### src/rtl/cdb_writeback_arbiter.sv
// Round-robin arbiter that maps up to N_PORT functional-unit writebacks per cycle onto registered CDB ports.
// Optional starvation override is enabled by defining CDB_ARB_STARVE_EN.
module cdb_writeback_arbiter #(
  parameter int N_REQ      = 4,
  parameter int N_PORT     = 2,
  parameter int DATA_W     = 32,
  parameter int PREG_W     = 6,
  parameter int ROB_W      = 3,
  parameter int STARVE_LIM = 8
) (
  input  logic                     clk,
  input  logic                     rst,
  input  logic                     flush,
  input  logic [N_REQ-1:0]         req_valid,
  input  logic [N_REQ*PREG_W-1:0]  req_preg,
  input  logic [N_REQ*DATA_W-1:0]  req_data,
  input  logic [N_REQ*ROB_W-1:0]   req_rob,
  output logic [N_REQ-1:0]         req_ready,
  output logic [N_PORT-1:0]        cdb_valid,
  output logic [N_PORT*PREG_W-1:0] cdb_preg,
  output logic [N_PORT*DATA_W-1:0] cdb_data,
  output logic [N_PORT*ROB_W-1:0]  cdb_rob,
  output logic [N_REQ-1:0]         starved
);

  localparam int PTR_W = (N_REQ > 1) ? $clog2(N_REQ) : 1;

  logic [PTR_W-1:0]  rr_ptr;
  logic [PTR_W-1:0]  rr_ptr_nxt;
  logic [N_REQ-1:0]  grant;
  logic [N_REQ-1:0]  st_grant;
  logic [N_PORT-1:0] port_vld_p0;
  logic [PTR_W-1:0]  port_sel_p0 [N_PORT];

  logic [PREG_W-1:0] preg_arr [N_REQ];
  logic [DATA_W-1:0] data_arr [N_REQ];
  logic [ROB_W-1:0]  rob_arr  [N_REQ];

  always_comb begin
    for (int i = 0; i < N_REQ; i++) begin
      preg_arr[i] = req_preg[i*PREG_W +: PREG_W];
      data_arr[i] = req_data[i*DATA_W +: DATA_W];
      rob_arr[i]  = req_rob[i*ROB_W +: ROB_W];
    end
  end

  // Stage p0: starved requesters claim the lowest ports, round-robin fills the rest.
  always_comb begin
    int n;
    int t;
    logic [PTR_W-1:0] idx;
    n           = 0;
    t           = 0;
    idx         = '0;
    grant       = '0;
    st_grant    = '0;
    rr_ptr_nxt  = rr_ptr;
    port_vld_p0 = '0;
    for (int k = 0; k < N_PORT; k++) port_sel_p0[k] = '0;
`ifdef CDB_ARB_STARVE_EN
    for (int i = 0; i < N_REQ; i++) begin
      if (!flush && req_valid[i] && starved[i] && n < N_PORT) begin
        st_grant[i] = 1'b1;
        for (int k = 0; k < N_PORT; k++) begin
          if (k == n) begin
            port_vld_p0[k] = 1'b1;
            port_sel_p0[k] = PTR_W'(i);
          end
        end
        n = n + 1;
      end
    end
`endif
    grant = st_grant;
    for (int s = 0; s < N_REQ; s++) begin
      t = int'(rr_ptr) + s;
      if (t >= N_REQ) t = t - N_REQ;
      idx = PTR_W'(t);
      if (!flush && req_valid[idx] && !grant[idx] && n < N_PORT) begin
        grant[idx] = 1'b1;
        for (int k = 0; k < N_PORT; k++) begin
          if (k == n) begin
            port_vld_p0[k] = 1'b1;
            port_sel_p0[k] = idx;
          end
        end
        rr_ptr_nxt = (t + 1 == N_REQ) ? '0 : PTR_W'(t + 1);
        n = n + 1;
      end
    end
  end

  assign req_ready = grant & {N_REQ{rst}};

  // Stage p1: registered CDB; idle ports keep their last payload.
  always_ff @(posedge clk or negedge rst) begin
    if (!rst) begin
      rr_ptr    <= '0;
      cdb_valid <= '0;
      cdb_preg  <= '0;
      cdb_data  <= '0;
      cdb_rob   <= '0;
    end else begin
      rr_ptr    <= rr_ptr_nxt;
      cdb_valid <= port_vld_p0;
      for (int k = 0; k < N_PORT; k++) begin
        if (port_vld_p0[k]) begin
          cdb_preg[k*PREG_W +: PREG_W] <= preg_arr[port_sel_p0[k]];
          cdb_data[k*DATA_W +: DATA_W] <= data_arr[port_sel_p0[k]];
          cdb_rob[k*ROB_W +: ROB_W]    <= rob_arr[port_sel_p0[k]];
        end
      end
    end
  end

`ifdef CDB_ARB_STARVE_EN
  localparam int CNT_W = $clog2(STARVE_LIM + 1);
  logic [CNT_W-1:0] starve_cnt [N_REQ];

  always_ff @(posedge clk or negedge rst) begin
    if (!rst) begin
      for (int i = 0; i < N_REQ; i++) starve_cnt[i] <= '0;
    end else begin
      for (int i = 0; i < N_REQ; i++) begin
        if (flush || !req_valid[i] || grant[i]) starve_cnt[i] <= '0;
        else if (starve_cnt[i] != CNT_W'(STARVE_LIM)) starve_cnt[i] <= starve_cnt[i] + 1'b1;
      end
    end
  end

  always_comb begin
    for (int i = 0; i < N_REQ; i++) starved[i] = (starve_cnt[i] == CNT_W'(STARVE_LIM));
  end
`else
  assign starved = '0;
`endif

endmodule

### config.mk
export PLATFORM = sky130hd
export DESIGN_NAME = cdb_writeback_arbiter
export DESIGN_NICKNAME = d
export VERILOG_FILES = /design/src/rtl/cdb_writeback_arbiter.sv
export SDC_FILE = /design/constraint.sdc
export NUM_CORES = 1
export LEC_CHECK = 0
export CAP_MARGIN = 30
export CELL_PAD_IN_SITES_DETAIL_PLACEMENT = 1
export CELL_PAD_IN_SITES_GLOBAL_PLACEMENT = 2
export CORE_MARGIN = 2
export CORE_UTILIZATION = 27
export CTS_CLUSTER_SIZE = 24
export DETAILED_ROUTE_END_ITERATION = 6
export PLACE_DENSITY = 0.85
export SETUP_SLACK_MARGIN = 0.2
export SYNTH_ARGS = -nofsm -noshare
export SYNTH_HDL_FRONTEND = slang
export SYNTH_SLANG_ARGS = --single-unit
### constraint.sdc
create_clock -name clk -period 6.9 [get_ports clk]
set_input_delay 1.035 -clock clk [delete_from_list [all_inputs] [get_ports clk]]
set_output_delay 1.035 -clock clk [all_outputs]
set_load 0.005 [all_outputs]
==> results of run 1 <==
[stage by stage]
stage | area, sq um | worst slack [ns] | utilization [%]
floorplan | 6820 | 1.41 | -
global placement | 9760 | 0.721 | 39.1
detailed placement | 9760 | 0.506 | 39.1
CTS | 10100 | 0.704 | 40.4
global route | 10100 | 0.349 | 40.4
finish | 10100 | 0.631 | 40.4
[cells in the final DEF (no fill, tap or decap), types with 2 or more instances in the layout]
cell             netlist  layout
nand2b_1               4       3
a211oi_1               7       7
clkinvlp_4             0       2
a211oi_2              76      76
ha_1                  13      13
nor3_1                 6       6
o22ai_1               40      40
nor2_1                54      54
mux2i_1               94      94
buf_4                 13      17
dfrtp_1               86      86
and3_1                41      41
a2111oi_0              2       2
nor4_1                 2       2
clkdlybuf4s50_1        0     257
mux2_2                41      41
o21ai_0                6       6
a22o_1                 4       4
nor4bb_1               2       2
a21boi_0               4       4
and2_1                 3       3
inv_1                  5       5
a21oi_1               51      50
nand3_1                4       3
nor2b_1                2       2
and4b_1                2       2
a311o_1                4       4
conb_1                 1       4
a311oi_1               5       4
clkbuf_16              0       9
bufinv_16              0       2
buf_12                 4       8
nand2_1               10      10
[registers in the layout (all words and copies together), names as in the netlist]
signal     count
cdb_rob        6
cdb_valid      2
rr_ptr         2
cdb_preg      12
cdb_data      64
[cells in the mapped netlist (5+ instances only)]
library cell,instances
dfrtp_1,86
o22ai_1,40
a211oi_2,76
a21oi_1,51
buf_4,13
a211oi_1,7
ha_1,13
mux2_2,41
and3_1,41
buf_6,7
nor2_1,54
clkbuf_1,30
mux2i_1,94
a311oi_1,5
inv_1,5
nor3_1,6
o21ai_0,6
nand2_1,10
buf_2,10
[cells by family (layout without fill, tap and decap cells)]
family                   Yosys count  after routing  share of synthesized area, %
adder cells (fa/ha/maj)           14             14                          2.68
AO/OA/AOI/OAI                    217            217                          27.8
flip-flops                        86             86                          31.6
other                              1              4                        0.0551
buffers and inverters             69            302                          6.43
AND/OR/NAND/NOR                  139            139                          10.8
multiplexers                     135            135                          20.6
[path summary, 6_finish.rpt]
kind / from / end / cells after the start
min in group asynchronous: rst / cdb_data[31] / 1
max in group asynchronous: rst / cdb_data[30] / 2
min reg2reg: cdb_rob[4] / cdb_rob[4] / 2
max: flush / req_ready[0] / 13
min: cdb_rob[4] / cdb_rob[4] / 2
max reg2reg: rr_ptr[1] / cdb_data[6] / 15
[power breakdown]
part	internal (mW)	total [mW]	leakage [nW]	switching (mW)
clock network	0.320	0.563	0.150	0.243
registers	0.816	0.979	0.980	0.162
logic	2.25	4.93	2.80	2.68
total	3.38	6.47	3.93	3.09
[area by class of cell]
type,instances,area [sq um]
Fill cell,2793,14900
Clock buffer,9,225
Sequential cell,86,2150
Tap cell,330,413
Multi-Input combinational cell,509,4310
Inverter,5,18.8
Timing Repair Buffer,282,2860
Clock inverter,6,95.1
[routing by layer]
layer / global-route usage [%] / wire (um) / vias up
met5: 0 / 0 / -
met4: 6.92 / 626 / 0
met3: 4.13 / 1620 / 36
met2: 34.4 / 12700 / 209
met1: 25.5 / 11900 / 3185
li1: - / - / 3010
[worst register-to-register path, delay by kind of cell (launching register included)]
family | cells | cell delay [ns]
AO/OA/AOI/OAI | 4 | 1.02
adder cells (fa/ha/maj) | 2 | 1.26
buffers and inverters | 3 | 0.58
flip-flops | 1 | 0.58
multiplexers | 2 | 0.55
AND/OR/NAND/NOR | 4 | 1.70
==> out/summary.txt, run 1 <==
Synth top area cells -> dfrtp_1 32%, a211oi_2 14%, mux2i_1 14%
Ys Warns -> 0
Cell count after synthesis -> 661
Initial antenna violation count -> 0
Slew @ Worst Pin -> 0.896 ns
Mapped cell area -> 6810 sq um
Worst VDD drop -> 0.387 mV
DP HPWL -> 19,000 um
Register area share after synthesis -> 31.6%
Post-layout net count -> 1,078
Final ANT Viol Nets -> 0
DR pass1 iterations -> 4
Rows -> 58
N_diodes -> 0
MaxCap Viol Count -> 0
IO Count -> 263
Critical path arrival -> 5.23 ns
Vias -> 6,440
GP Congestion -> 0.857
Core box area -> 25,000 sq um
Worst path required time -> 5.86 ns
Placed insts -> 1,212
Setup Buffers After CTS -> 0
Clock period minus worst slack -> 6.27 ns
CP top delay family -> compound AO/OA/AOI/OAI gates
Crit path kind -> input pin to output pin
F_max -> 160 MHz
Hold Crit Class -> flip-flop to flip-flop
Status -> complete, no violations
Hold Buf Count CTS -> 0
Number of CTS-inserted buffers -> 9
Maximum buffer depth of the clock tree -> 2
Synth async-reset ratio -> 100%
Pwr Density -> 642 nW/um^2
RSZ-0062 raised after global routing -> false
Post-route insts no fill -> 1,227
#FFs+latches synth -> 86
DR iter-0 viols -> 307
Port-buffer cells -> 258
Syn avg cell area -> 10.3 sq um
Max-slew violation count -> 0
First-pass GRT wire length -> 41,400 um
Layout cell share with drive strength beyond 1 -> 19.3%
Number of remaining DRC errors -> 0
Clock skew -> 0.00639 ns
Vias in the first global route -> 7,079
CP bufs+invs -> 3
CTS sink cnt -> 86
Die Y -> 163 um
Grt ovf -> 0
Crit-path max cell delay -> 0.62 ns
Most frequent cell on the critical path -> clkdlybuf4s50_1
Largest net degree at the start of global routing -> 62
Via density -> 5.25
Startpoint Class -> input pin
Final setup violation count -> 0
Distinct cells, synth -> 58
Crit share post-route -> 90.9%
Post-synth top area share -> 31.6%
Synth-to-layout area growth -> 48.0%
Reg2reg setup slack -> 1.10 ns
Total die area -> 26,500 sq um
Total wire length -> 26,900 um
Number of synthesized flops with an enable pin -> 0
Slew margin rel. -> 40.1%
Fin Hold WS -> 0.565 ns
CTS tree -> yes
Wire per inst -> 21.9 um
Die width -> 163 um
Fin. Hold Viols -> 0
Cell taking the most area after synthesis -> dfrtp_1
CP max-delay cell -> clkdlybuf4s50_1
Initial core utilization -> 27.3%
Leak Pwr -> 3.93 nW
CTS clk-pin slew, worst paths -> 0.07 ns
Cts repair resizes -> 0
Worst-path fanout max -> 15
Total power -> 6.47 mW
Clock Latency Late Sink -> 0.36 ns
Total global-route track usage -> 20.2%
Root buffer cell -> clkbuf_16
H-tree depth -> 3
Top FF cell, synth -> dfrtp_1
Crit. End Element -> output pin
Worst path cell trace -> clkdlybuf4s50_1, or2_1, o22ai_4, o2bb2a_4, o21ai_2, and2_1, inv_1, fa_1, nand3b_1, a41oi_2, a221oi_1, nor2b_1, clkdlybuf4s50_1
Setup TNS Final -> 0 ns
Note: power is estimated with default switching activity, not from simulation.
==> run 2, diff against run 1 <==
--- a/config.mk
+++ b/config.mk
@@ -8,12 +8,12 @@
 export CAP_MARGIN = 30
 export CELL_PAD_IN_SITES_DETAIL_PLACEMENT = 1
 export CELL_PAD_IN_SITES_GLOBAL_PLACEMENT = 2
-export CORE_MARGIN = 2
+export CORE_ASPECT_RATIO = 1.5
 export CORE_UTILIZATION = 27
 export CTS_CLUSTER_SIZE = 24
 export DETAILED_ROUTE_END_ITERATION = 6
 export PLACE_DENSITY = 0.85
-export SETUP_SLACK_MARGIN = 0.2
+export SETUP_SLACK_MARGIN = 0.4
 export SYNTH_ARGS = -nofsm -noshare
 export SYNTH_HDL_FRONTEND = slang
 export SYNTH_SLANG_ARGS = --single-unit
==> run 2 against run 1 <==
Against the previous run: clock skew grew 0.0027 ns; final cell count shrank 0.73%; critical path depth grew 2; utilization grew 0.13 points; register-to-register slack lost 0.14 ns; sequential share of layout area grew 0.24 points; critical path type is now input pin to flip-flop; critical endpoint is now cdb_data[14]; largest cell class unchanged; highest routed layer is now met5.
==> out/summary.txt, run 2 (synthesis results as in run 1) <==
Clock skew -> 0.00909 ns
Rows -> 70
Largest registers -> cdb_data: 64 flops, cdb_preg: 12 flops, cdb_rob: 6 flops
Cts repair resizes -> 0
Crit share post-route -> 88.3%
Fin. Hold Viols -> 0
Register area -> 2150 sq um
Number of CTS-inserted buffers -> 9
Layout cell share with drive strength beyond 1 -> 18.5%
Fillers -> 2,762
RSZ-0062 raised after global routing -> false
Pre-CTS setup slack -> 0.472 ns
Clock period minus worst slack -> 6.09 ns
Largest register by flop count -> cdb_data
Initial core utilization -> 27.7%
Initial antenna violation count -> 4
Die width -> 132 um
H-tree depth -> 3
Startpoint Class -> input pin
Worst path cell trace -> clkdlybuf4s50_1, or2_1, o22ai_4, o2bb2a_4, o21ai_2, and2_1, inv_1, fa_1, or3b_2, a41o_1, or3_1, nand2_8, buf_4, mux2i_1, a211oi_2
Vias in the first global route -> 7,141
CTS clk-pin slew, worst paths -> 0.06 ns
R2R cell count -> 15
Number of remaining DRC errors -> 0
Port-buffer cells -> 258
Hold EP -> cdb_data[62]
Wire per inst -> 22.7 um
Crit-path max cell delay -> 0.63 ns
CTS sink cnt -> 86
Commonest non-fill, non-tap cell in the layout -> clkdlybuf4s50_1
First-pass GRT wire length -> 42,300 um
Worst-path fanout max -> 28
Synth-to-layout area growth -> 46.4%
Total power -> 6.27 mW
Vias -> 6,386
CTS tree -> yes
Post-route insts no fill -> 1,218
Setup Buffers After CTS -> 0
Final ANT Viol Nets -> 0
Hold Crit Class -> flip-flop to flip-flop
DP HPWL -> 20,100 um
CP top delay family -> simple AND/OR/NAND/NOR gates
Largest register FFs -> 64
Min-Delay Path Depth -> 2
DR iter-0 viols -> 198
Max-slew violation count -> 0
Worst path required time -> 7.11 ns
IO Count -> 263
Total global-route track usage -> 21.4%
Crit path depth -> 15
Largest net degree at the start of global routing -> 50
Pwr Density -> 630 nW/um^2
Crit. End Element -> flip-flop
Placed insts -> 1,202
Root buffer cell -> clkbuf_16
Reg2reg setup slack -> 0.96 ns
Grt ovf -> 0
Slew margin rel. -> 55.7%
CP bufs+invs -> 3
Total die area -> 25,900 sq um
F_max -> 164 MHz
Most frequent cells in the layout -> 257 x clkdlybuf4s50_1, 94 x mux2i_1, 86 x dfrtp_1
Critical path arrival -> 6.30 ns
DR pass1 iterations -> 4
Via density -> 5.24
Fin worst setup slack -> 0.809 ns
Crit path kind -> input pin to flip-flop
Maximum buffer depth of the clock tree -> 2
Worst flop-to-flop path startpoint -> rr_ptr[1]
Worst VDD drop -> 0.232 mV
Footprint of the multi-input gates -> 4310 sq um
Leak Pwr -> 3.89 nW
MaxCap Viol Count -> 0
Clock Latency Late Sink -> 0.35 ns
Hold_sp -> cdb_data[62]
Post-layout net count -> 1,074
GP Congestion -> 0.866
Final setup violation count -> 0
Setup TNS Final -> 0 ns
Status -> complete, no violations
CP max-delay cell -> clkdlybuf4s50_1
Slew @ Worst Pin -> 0.665 ns
RR Endpoint -> cdb_data[14]
Hold Buf Count CTS -> 0
Total wire length -> 27,600 um
Core box area -> 24,600 sq um
Die Y -> 196 um
## run 2: cell count changes in the layout (fill, tap and decap cells not counted), sizes merged
cell	previous run	this run
buf	25	21
clkbuf	9	11
diode	0	3
inv	7	5
bufinv	2	1
clkinv	0	1
clkinvlp	2	0
## run 2: worst max path at each step
stage	startpoint	endpoint	slack [ns]
2_1_floorplan	rr_ptr[0]	cdb_data[6]	1.41
3_5_place_dp	flush	cdb_data[12]	0.47
5_1_grt	flush	cdb_data[14]	0.45
6_report	flush	cdb_data[14]	0.81
4_1_cts	rr_ptr[1]	req_ready[2]	0.76
3_3_place_gp	flush	cdb_data[14]	0.64
## run 2: cell type report
| cell class | count | area share [%] |
|---|---|---|
| inverters | 5 | 0.188 |
| multi-input cells | 509 | 43.3 |
| diodes | 3 | 0.0753 |
| well taps | 324 | 4.07 |
| clock inverters | 2 | 0.352 |
| flip-flops and latches | 86 | 21.6 |
| clock buffers | 11 | 2.44 |
| repair buffers | 278 | 28.0 |
## run 2: through the flow
stage          util [%]  cell area (sq um)  hold WS [ns]
6_report           40.5               9970         0.568
5_1_grt            40.5               9960         0.588
4_1_cts            40.5               9960         0.575
3_5_place_dp       39.3               9680         0.556
3_3_place_gp       39.3               9680         0.547
2_1_floorplan         -               6820         0.555
## run 2: worst register-to-register path, stage by stage (launching register included)
cell and delay (ns):
dfrtp_1 0.61, inv_1 0.24, ha_1 0.69, mux2i_1 0.30
o2bb2a_4 0.23, o21ai_2 0.50, and2_1 0.34, inv_1 0.13
fa_1 0.57, or3b_2 0.45, a41o_1 0.33, or3_1 0.48
nand2_8 0.31, buf_4 0.28, mux2i_1 0.25, a211oi_2 0.10
## run 2: routing by layer
metal	up-vias	global-route usage [%]	part of all wire, %	routed length (um)
met4	2	11.3	4.5	1250
met3	56	2.88	3.5	962
met1	3144	22.8	38	10600
li1	2994	-	-	-
met5	-	0	0.058	16
met2	190	40.6	54	14800
## run 2: power by group
part	switching, mW	internal, mW
Combinational	2.65	2.16
Sequential	0.159	0.817
Clock	0.207	0.284
==> run 3, diff against run 2 <==
--- a/config.mk
+++ b/config.mk
@@ -6,13 +6,13 @@
 export NUM_CORES = 1
 export LEC_CHECK = 0
 export CAP_MARGIN = 30
-export CELL_PAD_IN_SITES_DETAIL_PLACEMENT = 1
-export CELL_PAD_IN_SITES_GLOBAL_PLACEMENT = 2
+export CELL_PAD_IN_SITES_DETAIL_PLACEMENT = 0
+export CELL_PAD_IN_SITES_GLOBAL_PLACEMENT = 1
 export CORE_ASPECT_RATIO = 1.5
-export CORE_UTILIZATION = 27
+export CORE_UTILIZATION = 34
 export CTS_CLUSTER_SIZE = 24
 export DETAILED_ROUTE_END_ITERATION = 6
-export PLACE_DENSITY = 0.85
+export PLACE_DENSITY = 0.86
 export SETUP_SLACK_MARGIN = 0.4
 export SYNTH_ARGS = -nofsm -noshare
 export SYNTH_HDL_FRONTEND = slang
==> run 3 against run 2 <==
Against the previous run: worst setup slack got worse by 0.14 ns; via count increased by 1.7%; routed wire length decreased by 8.7%; hold slack got worse by 0.0041 ns; clock power increased by 4%; design area increased by 0.34%; clock skew decreased by 0.0038 ns; final cell count decreased by 4.6%; die area decreased by 20%; critical path type is now input pin to output pin.
==> out/summary.txt, run 3 (synthesis results as in run 1) <==
Footprint of the multi-input gates -> 4310 sq um
Crit path depth -> 13
Fin. Hold Viols -> 0
Largest registers -> cdb_data: 64 flops, cdb_preg: 12 flops, cdb_rob: 6 flops
Clock Latency Late Sink -> 0.34 ns
Clock period minus worst slack -> 6.23 ns
CTS clk-pin slew, worst paths -> 0.07 ns
Via density -> 5.59
Worst VDD drop -> 0.323 mV
F_max -> 161 MHz
Die Y -> 175 um
Slew @ Worst Pin -> 0.614 ns
Status -> complete, no violations
N_diodes -> 0
Max-slew violation count -> 0
GP Congestion -> 0.979
Clock skew -> 0.00528 ns
Total global-route track usage -> 24.1%
Crit path kind -> input pin to output pin
Critical path arrival -> 5.19 ns
CTS sink cnt -> 86
Largest net degree at the start of global routing -> 71
Crit share post-route -> 90.2%
MaxCap Viol Count -> 0
Startpoint Class -> input pin
CP bufs+invs -> 3
Total wire length -> 25,200 um
First-pass GRT wire length -> 38,700 um
Vias in the first global route -> 6,726
Port-buffer cells -> 258
H-tree depth -> 3
DR iter-0 viols -> 309
Largest register by flop count -> cdb_data
Crit-path max cell delay -> 0.64 ns
CP top delay family -> compound AO/OA/AOI/OAI gates
Core box area -> 19,700 sq um
Grt ovf -> 0
Hold Crit Class -> input pin to async pin
Worst path required time -> 5.86 ns
Post-route insts no fill -> 1,162
Maximum buffer depth of the clock tree -> 2
Post-layout net count -> 1,083
Most frequent cells in the layout -> 257 x clkdlybuf4s50_1, 94 x mux2i_1, 86 x dfrtp_1
Number of remaining DRC errors -> 0
Fin Hold WS -> 0.564 ns
Wire per inst -> 21.7 um
Largest register FFs -> 64
Final ANT Viol Nets -> 0
Initial antenna violation count -> 0
Setup TNS Final -> 0 ns
CP max-delay cell -> clkdlybuf4s50_1
Die width -> 118 um
Leak Pwr -> 3.95 nW
DP HPWL -> 18,200 um
Worst-path fanout max -> 15
Worst path cell trace -> clkdlybuf4s50_1, or2_1, o22ai_4, o2bb2a_4, o21ai_2, and2_1, inv_1, fa_1, nand3b_1, a41oi_2, a221oi_1, nor2b_1, clkdlybuf4s50_1
Slew margin rel. -> 58.6%
Hold Buf Count CTS -> 0
IO Count -> 263
R2R cell count -> 15
Vias -> 6,495
Register area -> 2150 sq um
Number of CTS-inserted buffers -> 9
Crit. End Element -> output pin
Initial core utilization -> 34.5%
Total power -> 6.32 mW
Fillers -> 1,829
DR pass1 iterations -> 5
Final setup violation count -> 0
Synth-to-layout area growth -> 46.9%
RSZ-0062 raised after global routing -> false
Rows -> 63
Root buffer cell -> clkbuf_16
Total die area -> 20,600 sq um
Placed insts -> 1,146
Commonest non-fill, non-tap cell in the layout -> clkdlybuf4s50_1
Layout cell share with drive strength beyond 1 -> 19.7%
Pwr Density -> 632 nW/um^2
CTS tree -> yes
Most frequent cell on the critical path -> clkdlybuf4s50_1
[run 3: cell count changes in the layout (fill, tap and decap cells not counted)]
| cell | delta |
|---|---|
| ha_1 | -1 |
| clkbuf_1 | -1 |
| inv_6 | +1 |
| inv_8 | +1 |
| diode_2 | -3 |
| buf_12 | +1 |
| buf_16 | +1 |
| clkinvlp_4 | +1 |
| clkinv_4 | +1 |
| buf_4 | +7 |
| ha_2 | +1 |
| clkbuf_8 | -1 |
[run 3: where the power goes]
part           total, mW  switching, mW  internal [mW]
sequential         0.975          0.159          0.816
combinational       4.84           2.62           2.22
clock              0.511          0.227          0.283
total               6.32           3.00           3.32
[run 3: path summary, 6_finish.rpt]
kind	from	to	slack (ns)
worst max-delay path	flush	req_ready[0]	0.67
worst min-delay path	rst	cdb_preg[10]	0.56
worst max register to register	rr_ptr[1]	cdb_data[15]	1.13
worst min register to register	cdb_data[9]	cdb_data[9]	0.57
max in group asynchronous	rst	cdb_data[2]	5.47
min in group clk	cdb_data[9]	cdb_data[9]	0.57
[run 3: metrics by stage]
step	instance area, sq um	setup slack, ns	utilization (%)
2_1_floorplan	6820	1.41	-
3_3_place_gp	9670	0.606	49.1
3_5_place_dp	9670	0.507	49.1
4_1_cts	9970	0.662	50.6
5_1_grt	10000	0.412	50.7
6_report	10000	0.673	50.7
[run 3: area by class of cell]
cell class / instances / area share, %
clock inverter: 6 / 0.713
clock buffer: 9 / 2.25
sequential: 86 / 21.5
inverter: 5 / 0.188
multi-input combinational: 509 / 43.1
tap: 260 / 3.25
timing repair buffer: 287 / 28.9
[run 3: routing by layer]
layer / GRT usage, % / up-vias / part of all wire [%]
li1: - / 3016 / -
met1: 28.1 / 3168 / 40
met2: 43.5 / 249 / 51
met3: 2.73 / 62 / 3.9
met4: 11.8 / 0 / 4.9
met5: 0 / - / 0
[run 3: worst reg2reg max path, stage by stage (launching register included)]
cell,delay (ns)
dfrtp_1,0.60
inv_1,0.24
ha_2,0.59
mux2i_1,0.26
o2bb2a_4,0.23
o21ai_2,0.51
and2_1,0.33
inv_1,0.12
fa_1,0.57
or3b_2,0.46
a41o_1,0.33
o22a_1,0.32
o21ai_4,0.52
buf_4,0.34
a211oi_2,0.08
a211oi_2,0.19
[run 3: timing repair]
action	in CTS	in global routing
endpoints found under the setup margin	0	4
buffers inserted	0	0
resized for setup	0	1
==> edit, RTL diff (config.mk and constraints of run 3) <==
The option `CDB_ARB_STARVE_EN` is turned on by a define.
--- a/src/rtl/cdb_writeback_arbiter.sv
+++ b/src/rtl/cdb_writeback_arbiter.sv
@@ -1,5 +1,7 @@
 // Round-robin arbiter that maps up to N_PORT functional-unit writebacks per cycle onto registered CDB ports.
 // Optional starvation override is enabled by defining CDB_ARB_STARVE_EN.
+`define CDB_ARB_STARVE_EN
+
 module cdb_writeback_arbiter #(
   parameter int N_REQ      = 4,
   parameter int N_PORT     = 2,
Function: no difference found for any inputs over 4 cycles, from zero or initial values and one cycle with rst low; that may be too few to reach the edited logic, so the function may still have changed.
==> edit against run 3 <==
Cell count increased by 89%. Worst setup slack got worse by 160 ps. Sequential cell count increased by 16. Total power increased by 51%. Maximum frequency decreased by 2.6%. Largest power group unchanged. Area after synthesis increased by 61%. Routed wire length increased by 93%. First-iteration DRC count increased to 3.6 times the old value. Combinational power increased by 63%. Critical path depth increased by 10. Synthesized cell count increased by 130%. Design area increased by 57%.
==> edit: results (changes against run 3) <==
[setup_path]
critPathMaxFanout=5  ; was 15
cp-startpoint=req_valid[1]  ; was flush
crit-reg2reg-capture=cdb_data[33]  ; was cdb_data[15]
worst_r2r_path_depth=28  ; was 15
cp_slowest_stage_delay_ps=590  ; was 640 ps
reg_to_reg_setup_timing_slack_ps=920  ; was 1130 ps
crit-reg2reg-launch=starve_cnt[12]  ; was rr_ptr[1]

[placed_design]
numPortBuffers=262  ; was 258
detailed_place_hpwl_um=32600  ; was 18200 um
placement.setup.worst_slack_ps=-455  ; was 507 ps
place_congestion=0.898  ; was 0.979
dpl.cell_count=2155  ; was 1146

[detailed_routing]
drt_pass1_iterations=7  ; was 5
via_count=13500  ; was 6495
detail_route.wirelength_um=48600  ; was 25200 um
drt-initial-drc-count=1103  ; was 309

[clock_tree]
clock_latency_ps=390  ; was 340 ps
number_of_clock_sinks=102  ; was 86

[synth]
ys_top_cells_by_count=nand2_1, nor2_1, a21oi_1, clkbuf_1, dfrtp_1  ; was mux2i_1, dfrtp_1, a211oi_2, nor2_1, a21oi_1
synth_cell_type_count=73  ; was 58
netlist_top_cells_area=dfrtp_1, o221ai_1, a21oi_1  ; was dfrtp_1, a211oi_2, mux2i_1
seq_area_frac_synth=0.233  ; was 0.316
syn-mean-instance-area_um2=7.29  ; was 10.3 um2

[sta]
worst_clock_skew_ps=12.8  ; was 5.28 ps
clock.fmax_ghz=0.156  ; was 0.161 GHz
worst_slew_pin_slew_ps=945  ; was 614 ps

[final_layout]
drive_above_1_share=0.147  ; was 0.197
reg_top3=cdb_data: 64 flops, starve_cnt: 16 flops, cdb_preg: 12 flops  ; was cdb_data: 64 flops, cdb_preg: 12 flops, cdb_rob: 6 flops
num-nets-final=1980  ; was 1083

[power_and_ir_drop]
leakagePower_nw=6.13  ; was 3.95 nW
peakVddDrop_v=0.000435  ; was 0.000323 V

[grt]
grt_antenna_before_repair=6  ; was 0
gr-usage-all-layers=0.290  ; was 0.241
pin_count_of_the_biggest_net_entering_global_routing=98  ; was 71
grt_pass1_wl_um=73900  ; was 38700 um

[status]
status=complete, no violations  ; unchanged

## edit: report_power, final
part           leakage (nW)  switching [W]  internal [W]  total [W]
Sequential             1.28       0.000199      0.000909    0.00111
Combinational          4.71        0.00446       0.00342    0.00788
Clock                 0.147       0.000269      0.000294   0.000563
## edit: how the worst min path moves through the flow
stage | slack [ps] | end
floorplan | 450 | starve_cnt[8]
global placement | 460 | cdb_data[53]
detailed placement | 470 | cdb_data[56]
CTS | 490 | cdb_data[56]
global route | 460 | cdb_data[20]
finish | 470 | cdb_data[20]
## edit: cell families after synthesis
kind of cell | synth area share
multiplexers | 0.0460
flip-flops | 0.233
adder cells (fa/ha/maj) | 0.0349
AND/OR/NAND/NOR | 0.197
buffers and inverters | 0.0680
AO/OA/AOI/OAI | 0.410
XOR/XNOR | 0.0112
## edit: per-layer routing
metal	wire (um)	GRT usage
met3	3150	0.0455
met2	24400	0.497
met1	18200	0.330
met5	0	0
met4	2830	0.186
## edit: final cells by class
cell class	count	area, um2
Fill cell	3055	16100
Multi-Input combinational cell	1222	8110
Timing Repair Buffer	414	4050
Sequential cell	102	2560
Tap cell	410	513
Clock buffer	10	239
Inverter	30	113
Clock inverter	6	70.1
Antenna cell	7	17.5
## edit: repair_timing
action                     CTS  global route
resized for setup           58            26
buffers inserted             8            14
pin swaps                   25            28
setup endpoints to repair   86             4
## edit: metrics by stage
| stage | hold WS [ps] | instance area [um2] | TNS, ps |
|---|---|---|---|
| after floorplan | 451 | 11000 | 0 |
| after global placement | 465 | 14900 | -1240 |
| after detailed placement | 469 | 14900 | -3160 |
| after CTS | 487 | 15500 | 0 |
| after global routing | 456 | 15700 | 0 |
| final | 470 | 15700 | 0 |
